[src/rtl/key_pkg.sv]
// Shared types and defaults for the active-low key front end.
package key_pkg;

  typedef enum logic [2:0] {
    IDLE,
    DEB_DN,
    HOLD,
    WAIT_UP,
    DEB_UP
  } keyState_e;

  localparam int DEF_NKEY  = 4;
  localparam int DEF_T10MS = 500_000;
  localparam int DEF_T3S   = 150_000_000;
  localparam int DEF_TREP  = 10_000_000;

  // Counter must reach the larger of the long-press and repeat thresholds.
  function automatic int cntWidth(input int a, input int b);
    int m;
    m = (a > b) ? a : b;
    return (m < 2) ? 1 : $clog2(m);
  endfunction

endpackage

[src/rtl/key_chan.sv]
// One key channel: two-flop synchroniser, press/release debounce, short/long classification.
// Auto-repeat of the long pulse while held is enabled by defining KEY_AUTOREPEAT_EN.
module key_chan
  import key_pkg::*;
#(
  parameter int T10MS = DEF_T10MS,
  parameter int T3S   = DEF_T3S,
  parameter int TREP  = DEF_TREP
) (
  input  logic CLOCK,
  input  logic RESET,
  input  logic key,
  output logic oShort,
  output logic oLong,
  output logic oHeld
);

  localparam int CW = cntWidth(T3S, TREP);
  localparam logic [CW-1:0] DEB_END  = CW'(T10MS - 1);
  localparam logic [CW-1:0] LONG_END = CW'(T3S - 1);
`ifdef KEY_AUTOREPEAT_EN
  localparam logic [CW-1:0] REP_END  = CW'(TREP - 1);
`endif

  logic f1, f2;
  logic isH2L, isL2H;
  keyState_e state;
  logic [CW-1:0] cnt;

  assign isH2L = f2 & ~f1;
  assign isL2H = ~f2 & f1;

  always_ff @(posedge CLOCK or negedge RESET) begin
    if (!RESET) begin
      f1     <= 1'b1;
      f2     <= 1'b1;
      state  <= IDLE;
      cnt    <= '0;
      oShort <= 1'b0;
      oLong  <= 1'b0;
      oHeld  <= 1'b0;
    end else begin
      f1     <= key;
      f2     <= f1;
      oShort <= 1'b0;
      oLong  <= 1'b0;
      case (state)
        IDLE: begin
          cnt <= '0;
          if (isH2L) state <= DEB_DN;
        end
        DEB_DN: begin
          if (cnt == DEB_END) begin
            cnt <= '0;
            if (!f1) begin
              state <= HOLD;
              oHeld <= 1'b1;
            end else begin
              state <= IDLE;
            end
          end else begin
            cnt <= cnt + CW'(1);
          end
        end
        HOLD: begin
          // A release landing on the threshold cycle still counts as a short click.
          if (isL2H) begin
            oShort <= 1'b1;
            oHeld  <= 1'b0;
            state  <= DEB_UP;
            cnt    <= '0;
          end else if (cnt == LONG_END) begin
            oLong <= 1'b1;
            state <= WAIT_UP;
            cnt   <= '0;
          end else begin
            cnt <= cnt + CW'(1);
          end
        end
        WAIT_UP: begin
          if (isL2H) begin
            oHeld <= 1'b0;
            state <= DEB_UP;
            cnt   <= '0;
          end else begin
`ifdef KEY_AUTOREPEAT_EN
            if (cnt == REP_END) begin
              oLong <= 1'b1;
              cnt   <= '0;
            end else begin
              cnt <= cnt + CW'(1);
            end
`else
            cnt <= '0;
`endif
          end
        end
        DEB_UP: begin
          if (cnt == DEB_END) begin
            state <= IDLE;
            cnt   <= '0;
          end else begin
            cnt <= cnt + CW'(1);
          end
        end
        default: begin
          state <= IDLE;
          cnt   <= '0;
        end
      endcase
    end
  end

endmodule

[src/rtl/key_array_funcmod.sv]
// NKEY independent key channels side by side; outputs are per-channel bit vectors.
// Honours KEY_AUTOREPEAT_EN through the channel module.
module key_array_funcmod
  import key_pkg::*;
#(
  parameter int NKEY  = DEF_NKEY,
  parameter int T10MS = DEF_T10MS,
  parameter int T3S   = DEF_T3S,
  parameter int TREP  = DEF_TREP
) (
  input  logic            CLOCK,
  input  logic            RESET,
  input  logic [NKEY-1:0] KEY,
  output logic [NKEY-1:0] oShort,
  output logic [NKEY-1:0] oLong,
  output logic [NKEY-1:0] oHeld
);

  for (genvar k = 0; k < NKEY; k++) begin : gChan
    key_chan #(
      .T10MS(T10MS),
      .T3S  (T3S),
      .TREP (TREP)
    ) uChan (
      .CLOCK (CLOCK),
      .RESET (RESET),
      .key   (KEY[k]),
      .oShort(oShort[k]),
      .oLong (oLong[k]),
      .oHeld (oHeld[k])
    );
  end

endmodule

[config.mk]
export PLATFORM = sky130hd
export DESIGN_NAME = key_array_funcmod
export DESIGN_NICKNAME = d
export VERILOG_FILES = /design/src/rtl/key_pkg.sv /design/src/rtl/key_chan.sv /design/src/rtl/key_array_funcmod.sv
export SDC_FILE = /design/constraint.sdc
export NUM_CORES = 1
export LEC_CHECK = 0
export BUFFER_PORTS_ARGS = -buffer_cell sky130_fd_sc_hd__buf_2
export CAP_MARGIN = 20
export CORE_ASPECT_RATIO = 0.8
export CORE_MARGIN = 2
export CORE_UTILIZATION = 63
export CTS_CLUSTER_DIAMETER = 60
export DETAILED_ROUTE_END_ITERATION = 10
export PLACE_DENSITY_LB_ADDON = 0.2
export REMOVE_ABC_BUFFERS = 1
export SLEW_MARGIN = 15
export SYNTH_ARGS = -nofsm -noshare
export SYNTH_HDL_FRONTEND = slang
export SYNTH_SLANG_ARGS = --single-unit
[constraint.sdc]
create_clock -name CLOCK -period 2.6 [get_ports CLOCK]
set_clock_uncertainty 0.05 [all_clocks]
set_input_delay 0 -clock CLOCK [delete_from_list [all_inputs] [get_ports CLOCK]]
set_output_delay 0 -clock CLOCK [all_outputs]
set_load 0.02 [all_outputs]
==> impl_metrics.json <==
{
  "finalSetupViolCount": 0,
  "reg2reg_slack_ns": 0.10,
  "syn_inst": 771,
  "slew_headroom_pct": 45.8,
  "pin_count": 18,
  "crit_family": "simple AND/OR/NAND/NOR gates",
  "cp.required_ns": 2.84,
  "p_per_area_nw_per_um2": 680,
  "num_antenna_cells": 0,
  "die-area_um2": 12600,
  "clock_path_buffers": 2,
  "drive_gt1_share_pct": 10.5,
  "die_x_um": 125,
  "ys_types": 57,
  "grt_overflow": 0,
  "max_cap_violations": 0,
  "cts.sink_count": 144,
  "async_flop_share_pct": 100,
  "outcome": "completed",
  "drt_iter0_markers": 470,
  "peakVddDrop_mv": 0.573,
  "cts_setup_buffers": 0,
  "wire_per_inst_um": 16.6,
  "avgSynthCellArea_um2": 9.55,
  "synthFlopType": "dfrtp_1",
  "hold_viol": 0,
  "routed-via-count": 5794,
  "grt_pass1_vias": 5662,
  "crit_slowest_cell": "or4b_1",
  "antenna_found_initial": 0,
  "fin_crit_sh_pct": 96.0,
  "stdcell_count": 947,
  "gp_congestion": 0.917,
  "reg2reg_from": "gChan[0].uChan.cnt[10]",
  "placed_area_um2": 7590,
  "hold_class": "input port to async pin",
  "ys.warnings.count": 0,
  "fin_crit_ns": 2.50,
  "ctsHtreeMaxLevel": 4,
  "insertion_delay_ns": 0.41,
  "post-dp-hpwl_um": 10100,
  "synth-seq-cells": 144,
  "critical_path_arrival_ns": 2.74,
  "synth_edf_count": 0,
  "numCtsBuffers": 17,
  "final_antenna_net_count": 0,
  "grtUsageTotal_pct": 26.5,
  "syn_area_um2": 7360,
  "die_h_um": 101,
  "viasPerCell": 6.12,
  "reg2reg_depth": 6,
  "rsz0062_at_grt": "false",
  "seq_area_frac_synth_pct": 49.1,
  "grt_start_max_net_pins": 63,
  "synth_top_cell_area_share_pct": 46.2,
  "cts_root_buffer": "clkbuf_16",
  "stdcell_area_um2": 8320,
  "ys_top_cells_by_area": "dfrtp_1 46%, xnor2_1 8.1%, nor2_1 6.2%",
  "clk_pin_slew_ns": 0.06,
  "timing.rr.end": "gChan[0].uChan.cnt[8]",
  "cts_tree": "built",
  "max_stage_delay_ns": 0.57,
  "cp-startpoint": "gChan[0].uChan.cnt[10]",
  "drc": 0,
  "tightest_slew_ns": 0.792,
  "slew_viol_final": 0,
  "dp_cells": 910,
  "firstDrtPassIters": 5,
  "p_leak_uw": 0.00339,
  "cp_num_buf_inv": 1,
  "worstSetupEndpointType": "register",
  "layout.nets": 797,
  "crit_path_max_fanout": 28,
  "wirelength_um": 15800,
  "io_buffer_count": 17,
  "start_util_pct": 64.2,
  "areaGrowthSynthToFinish_pct": 12.9,
  "post-route-util_pct": 72.5,
  "path_class": "register to register",
  "core_um2": 11500,
  "cp-start-kind": "register",
  "fmax_mhz": 401,
  "rows": 35,
  "grt_first_pass_wirelength_um": 27000,
  "crit_chain": "or4b_1 -> nor4_1 -> and3b_1 -> a2bb2oi_2 -> buf_12 -> nor2_1",
  "synth_top_cell_by_area": "dfrtp_1"
}
==> where the power goes <==
part | switching [uW] | internal, uW | total [uW]
Combinational | 263 | 193 | 456
Clock | 918 | 1770 | 2690
Sequential | 141 | 2360 | 2510
==> what timing repair did <==
item                       4_1_cts  5_1_grt
hold buffers                     5        0
setup endpoints to repair        0       28
hold endpoints to repair       113        0
resized for setup                0        2
==> sequential cells by signal (all words and copies together) (netlist names) <==
register	cells
gChan.uChan.f1	4
gChan.uChan.state	12
gChan.uChan.cnt	112
gChan.uChan.oShort	4
gChan.uChan.f2	4
gChan.uChan.oLong	4
gChan.uChan.oHeld	4
==> worst max path at each step <==
stage / slack, ns / to / cells after the start
CTS: 0.04 / gChan[2].uChan.cnt[1] / 7
global placement: 0.22 / gChan[3].uChan.cnt[1] / 6
detailed placement: 0.10 / gChan[2].uChan.cnt[13] / 7
global route: 0.005 / gChan[2].uChan.cnt[10] / 6
floorplan: -0.47 / gChan[0].uChan.state[0] / 5
finish: 0.10 / gChan[0].uChan.cnt[8] / 6
==> layout make-up <==
| type | instances | area (um^2) |
|---|---|---|
| fillers | 842 | 3160 |
| clock inverters | 10 | 183 |
| well taps | 148 | 185 |
| inverters | 22 | 82.6 |
| multi-input cells | 567 | 3460 |
| flip-flops and latches | 144 | 3610 |
| repair buffers | 35 | 319 |
| clock buffers | 21 | 470 |
==> metal layers <==
metal  routed length [um]  GRT usage (%)  vias up
met5                    0              0        -
met1                 7040           35.6     2874
met2                 7720           43.5      176
met4                  225           10.5        0
li1                     -              -     2715
met3                  782           4.78       29
==> cells in the mapped netlist, drive strengths merged, types with 10 or more instances <==
master,count
and4,14
nand4,27
nor4,24
or3,10
nand3,45
nor3,36
xnor2,68
o21ai,12
clkbuf,15
buf,23
xor2,33
a21oi,39
inv,22
nor2,121
dfrtp,136
nand2,52
==> cell families (layout without fill, tap and decap cells) <==
family | count (synthesis) | after routing | share of synthesized area (%)
simple gates | 384 | 384 | 27.2
flops | 144 | 144 | 49.1
xor+xnor | 101 | 101 | 12.0
compound gates | 75 | 75 | 6.49
buf+inv | 60 | 88 | 4.18
fa+ha+maj | 4 | 4 | 0.680
mux | 3 | 3 | 0.408
==> cell usage in the layout (no fill, tap or decap), types with 3 or more instances in the layout <==
cell           synthesis  layout
a2111oi_0              3       3
a211oi_1               4       4
a21oi_1               39      39
and3_1                 8       8
and4_1                13      13
buf_12                 0       6
buf_2                  5      16
buf_4                 16       6
bufinv_16              0       5
clkbuf_16              0      17
clkbuf_8               0       3
clkinv_2               0       3
dfrtp_1              136     136
dfstp_2                8       8
dlygate4sd3_1          0       5
ha_1                   4       4
inv_1                 22      22
mux2i_1                3       3
nand2_1               52      52
nand2b_1               8       8
nand3_1               45      45
nand3b_1               3       3
nand4_1               27      27
nand4b_1               3       3
nor2_1               121     121
nor2b_1                6       6
nor3_1                36      36
nor4_1                22      20
nor4_2                 2       4
o21ai_0               12      12
or3_1                  9       9
or4_1                  7       7
or4b_1                 5       5
or4b_2                 3       3
xnor2_1               68      68
xor2_1                33      33
==> stage by stage <==
| step | TNS [ns] | hold slack [ns] | total power, uW | setup slack, ns |
|---|---|---|---|---|
| 3_5_place_dp | 0 | -0.0784 | 2980 | 0.101 |
| 6_report | 0 | 0.0443 | 5650 | 0.103 |
| 2_1_floorplan | -11.74 | -0.346 | 2790 | -0.468 |
| 3_3_place_gp | 0 | -0.0819 | 2960 | 0.219 |
| 4_1_cts | 0 | 0.0480 | 5690 | 0.0412 |
| 5_1_grt | 0 | 0.0876 | 5860 | 0.00473 |
Note: power is estimated with default switching activity, not from simulation.
